### src/rtl/countdown_sequencer.sv
`default_nettype none
// +--------------------------------------------------------------------------+
// | countdown_sequencer: loads, prescales and stops an external down counter |
// | at a programmed terminal value, then idles or auto-reloads.              |
// | Revision: 1.0                                                            |
// +--------------------------------------------------------------------------+
module countdown_sequencer #(
    parameter int WIDTH      = 4,
    parameter int PRESCALE_W = 8
) (
    input  logic                  clk,
    input  logic                  clear,
    input  logic                  start,
    input  logic                  stop,
    input  logic                  pause,
    input  logic                  repeat_en,
    input  logic [WIDTH-1:0]      target,
    input  logic [PRESCALE_W-1:0] prescale,
    input  logic [WIDTH-1:0]      ctr_q,
    output logic                  ctr_set,
    output logic                  ctr_cnt,
    output logic                  busy,
    output logic                  done,
    output logic [2:0]            state
);

    localparam logic [2:0] S_IDLE = 3'd0;
    localparam logic [2:0] S_LOAD = 3'd1;
    localparam logic [2:0] S_RUN  = 3'd2;
    localparam logic [2:0] S_HOLD = 3'd3;
    localparam logic [2:0] S_DONE = 3'd4;

    logic [2:0]            r_state;
    logic [WIDTH-1:0]      r_tgt_lat;
    logic [PRESCALE_W-1:0] r_pre_lat;
    logic [PRESCALE_W-1:0] r_pre_cnt;

    logic w_at_target;
    logic w_pre_hit;

    assign w_at_target = (ctr_q == r_tgt_lat);
    assign w_pre_hit   = (r_pre_cnt == r_pre_lat);

    // The terminal check gates ctr_cnt so the counter can never step past target.
    assign ctr_set = (r_state == S_LOAD) && !stop;
    assign ctr_cnt = (r_state == S_RUN) && !stop && !w_at_target && !pause && w_pre_hit;
    assign done    = (r_state == S_DONE) && !stop;
    assign busy    = (r_state != S_IDLE);
    assign state   = r_state;

    always_ff @(posedge clk or posedge clear) begin
        if (clear) begin
            r_state   <= S_IDLE;
            r_tgt_lat <= '0;
            r_pre_lat <= '0;
            r_pre_cnt <= '0;
        end else if (stop && (r_state != S_IDLE)) begin
            r_state <= S_IDLE;
        end else begin
            case (r_state)
                S_IDLE: begin
                    if (start && !stop) begin
                        r_tgt_lat <= target;
                        r_pre_lat <= prescale;
                        r_state   <= S_LOAD;
                    end
                end
                S_LOAD: begin
                    r_pre_cnt <= '0;
                    r_state   <= S_RUN;
                end
                S_RUN: begin
                    if (w_at_target) begin
                        r_state <= S_DONE;
                    end else if (pause) begin
                        r_state <= S_HOLD;
                    end else if (w_pre_hit) begin
                        r_pre_cnt <= '0;
                    end else begin
                        r_pre_cnt <= r_pre_cnt + PRESCALE_W'(1);
                    end
                end
                // pre_cnt is left untouched so the prescale phase resumes where it stopped.
                S_HOLD: begin
                    if (!pause) begin
                        r_state <= S_RUN;
                    end
                end
                S_DONE: begin
                    r_state <= repeat_en ? S_LOAD : S_IDLE;
                end
                default: begin
                    r_state <= S_IDLE;
                end
            endcase
        end
    end

endmodule
`default_nettype wire
### config.mk
export PLATFORM = sky130hd
export DESIGN_NAME = countdown_sequencer
export DESIGN_NICKNAME = d
export VERILOG_FILES = /design/src/rtl/countdown_sequencer.sv
export SDC_FILE = /design/constraint.sdc
export NUM_CORES = 1
export LEC_CHECK = 0
export ABC_AREA = 1
export CAP_MARGIN = 20
export CELL_PAD_IN_SITES_DETAIL_PLACEMENT = 1
export CELL_PAD_IN_SITES_GLOBAL_PLACEMENT = 2
export CORE_ASPECT_RATIO = 0.75
export CORE_MARGIN = 2
export CORE_UTILIZATION = 30
export DETAILED_ROUTE_END_ITERATION = 7
export GPL_ROUTABILITY_DRIVEN = 0
export PLACE_DENSITY = 0.84
export SETUP_SLACK_MARGIN = 0.4
export SLEW_MARGIN = 20
export SYNTH_ARGS = -nofsm -noshare
export SYNTH_HDL_FRONTEND = slang
export SYNTH_SLANG_ARGS = --single-unit
### constraint.sdc
create_clock -name clk -period 1.8 [get_ports clk]
set_clock_uncertainty 0.1 [all_clocks]
set_input_delay 0.27 -clock clk [delete_from_list [all_inputs] [get_ports clk]]
set_output_delay 0.27 -clock clk [all_outputs]
set_load 0.02 [all_outputs]
==> run_results.csv <==
group,metric,value,unit
finish,finalNonFillerCells,316,
synthesis,synthesis.area,1450,sq um
clock_tree,clkTransAtPathRegs,0.09,ns
grt,global_route.overflow_total,0,
synthesis,post_synth_main_area_contributors,"sky130_fd_sc_hd__dfrtp_1 (40%), sky130_fd_sc_hd__nand2_1 (12%), sky130_fd_sc_hd__mux2_4 (7.3%), sky130_fd_sc_hd__xor2_1 (6.7%), sky130_fd_sc_hd__inv_1 (5.7%)",
worst_setup_path,crit_path_frequent_cell,"sky130_fd_sc_hd__nand2_1",
clock_tree,clk_root_buffer_cell,"sky130_fd_sc_hd__clkbuf_8",
routing,dr.pass1.iters,4,
worst_setup_path,timing.critical_path.required,1.43,ns
die,die_h,64.1,microns
finish,postLayoutCellArea,2550,sq um
place,place_ws,-0.635,ns
worst_setup_path,timing.critical_path.slowest_cell_delay,0.40,ns
clock_tree,cts_hold_buf,0,
clock_tree,cts_tree,"done",
routing,detail_route.iter0.violations,48,
run_status,outcome,"finished with violations",
worst_setup_path,r2r_cells,12,
timing,hold_viol,0,
timing,rsz0062_at_grt,"true",
power_and_ir_drop,report.power.total,3.32,mW
synthesis,post_synth_most_frequent_cells,"sky130_fd_sc_hd__nand2_1 (46), sky130_fd_sc_hd__dfrtp_1 (23), sky130_fd_sc_hd__inv_1 (22)",
worst_setup_path,crit_path_start_kind,"register",
synthesis,syn_inst,175,
worst_setup_path,worstSetupPathType,"reg -> out",
die,dieWidth,84.1,microns
place,io_buffers,28,
timing,slew_violations,0,
worst_setup_path,path_cells,"inv_2 > nand2_1 > nand2_1 > nor2_1 > nand2_1 > nand4_1 > nor3_4 > buf_6",
worst_setup_path,cp_top_family,"simple AND/OR/NAND/NOR gates",
timing,fmaxAchievable,547,MHz
worst_setup_path,worst_path_max_delay_cell,"sky130_fd_sc_hd__dfrtp_1",
die,core-area,4550,sq um
die,ios,29,
clock_tree,clk_latency,0.27,ns
grt,grt_max_degree,24,
routing,route.final.wire_length,4.63,mm
flow_run,drv.max_cap_violation_count,0,
place,dpl_cell_area,2160,sq um
clock_tree,clock_sink_count,23,
timing,max_slew.worst_pin.slew,0.319,ns
finish,area_growth,76.7,%
timing,worst_slew_margin_rel,78.8,%
finish,fin_util,56.2,%
clock_tree,htreeDepth,1,
synthesis,synth.most_common_cell,"sky130_fd_sc_hd__nand2_1",
worst_setup_path,endpoint_kind,"output port",
die,die_area,5390,sq um
run_status,violations_in_the_final_reports,"negative setup slack",
worst_setup_path,crit_cells,8,
finish,drive_gt1_share,52.9,%
finish,n_antenna_cell,0,
routing,drt.antenna.violating_nets,0,
timing,totalNegativeSetupSlack,-0.0293,ns
synthesis,netlist-cell-type-count,24,
routing,detail_route.vias_per_cell,4.55,
place,dp_cells,300,
routing,wl_per_cell,14.7,microns
synthesis,synth-warning-count,0,
clock_tree,cts_inserted_buffers,3,
power_and_ir_drop,cellPowerDensity,1300,nW/um^2
routing,route.vias.total,1437,
synthesis,synth-seq-cells,23,
synthesis,post-synth-top-area-cell,"sky130_fd_sc_hd__dfrtp_1",
synthesis,asyncSetResetFlopFracSynth,100,%
power_and_ir_drop,reported_leakage_power,1.25,nW
grt,grt_first_pass_wirelength,7.80,mm
timing,fin_hold_ws,0.262,ns
grt,global_route.usage.total,18.5,%
worst_setup_path,worst-path-max-fanout,2,
power_and_ir_drop,power.ir.vdd_worst,0.720,mV
die,core.rowCount,21,
synthesis,ys_seq_area_share,39.8,%
timing,post-route-min-period,1.83,ns
synthesis,primary_flip_flop_cell_chosen_by_synthesis_mapping,"sky130_fd_sc_hd__dfrtp_1",
synthesis,synth_area_per_cell,8.26,sq um
routing,detail_route.drc_violations,0,
timing,post-route-period-util,102,%
worst_setup_path,cp.buffers_inverters,2,
timing,setup_viol,1,
finish,finish.net_count,283,
clock_tree,cts.path.max_buffers,2,
place,dp.final_hpwl,3.37,mm
grt,first_global_vias,1638,
worst_setup_path,cp.arrival,1.46,ns
synthesis,synth_nets,198,
synthesis,yosys.area.top_type_share,39.8,%
timing,final_critical_path_setup_slack,-0.0293,ns
hold_path,min_path_type,"in -> async",
grt,initial_antenna_violation_count,0,
die,initial_core_util,31.8,%
synthesis,post_synth_edffs,0,
-- sequential cells by signal (all words and copies together) (netlist names) --
signal and cells:
state 3, r_tgt_lat 4, r_pre_cnt 8, r_pre_lat 8
-- what timing repair did --
| action | CTS | global route |
|---|---|---|
| setup buffers | 9 | 2 |
| setup endpoints to repair | 28 | 29 |
| resized for setup | 96 | 21 |
| gates cloned | 1 | 0 |
| pin swaps | 22 | 9 |
-- kinds of logic after synthesis --
kind of cell	after synthesis	share of synthesized area, %
buffers and inverters	28	8.14
xor gates and xnor gates	12	7.27
muxes	7	7.27
and+or+nand+nor	93	31.3
DFF	23	39.8
adders and majority gates	1	0.866
AOI/OAI and AO/OA	11	5.37
-- placed cells by master, fill, tap and decap left out, drive strengths merged, types with 2 or more instances in the layout --
| cell | instances |
|---|---|
| mux2 | 7 |
| dfrtp | 23 |
| clkbuf | 3 |
| a21oi | 7 |
| buf | 59 |
| clkdlybuf4s50 | 16 |
| inv | 27 |
| nand3 | 16 |
| nor2 | 24 |
| nand2 | 50 |
| xor2 | 11 |
| nand4 | 2 |
| dlygate4sd2 | 5 |
| o21ai | 4 |
-- routing by layer --
metal / global-route usage (%) / routed length [microns]
met1: 22.7 / 2110
met5: 0 / 0
met3: 3.36 / 144
met4: 3.02 / 26
met2: 34.4 / 2350
-- final timing paths --
check	start	end	slack [ns]
max in group asynchronous	clear	state[0]	1.08
min in group clk	r_pre_cnt[6]	r_pre_cnt[6]	0.47
worst max-delay path	r_tgt_lat[1]	ctr_cnt	-0.03
worst min-delay path	clear	r_pre_cnt[2]	0.26
worst min register to register	r_pre_cnt[6]	r_pre_cnt[6]	0.47
worst max register to register	state[2]	r_pre_cnt[1]	0.11
-- final cells by class --
type / count / area (sq um)
fillers: 522 / 1990
multi-input cells: 125 / 988
repair buffers: 80 / 739
flip-flops and latches: 23 / 579
inverters: 27 / 126
well taps: 57 / 71.3
clock buffers: 3 / 41.3
clock inverters: 1 / 7.51
-- power breakdown --
group	switching, mW	total (mW)	internal [mW]
registers	0.127	0.824	0.696
clock network	0.188	0.345	0.157
logic	1.05	2.15	1.10
total	1.37	3.32	1.96
-- worst min-delay path, cell delays in order --
cell and delay [ns]:
sky130_fd_sc_hd__clkdlybuf4s50_1 0.40, sky130_fd_sc_hd__inv_1 0.06, sky130_fd_sc_hd__buf_4 0.31
(Power assumes the default switching activity.)
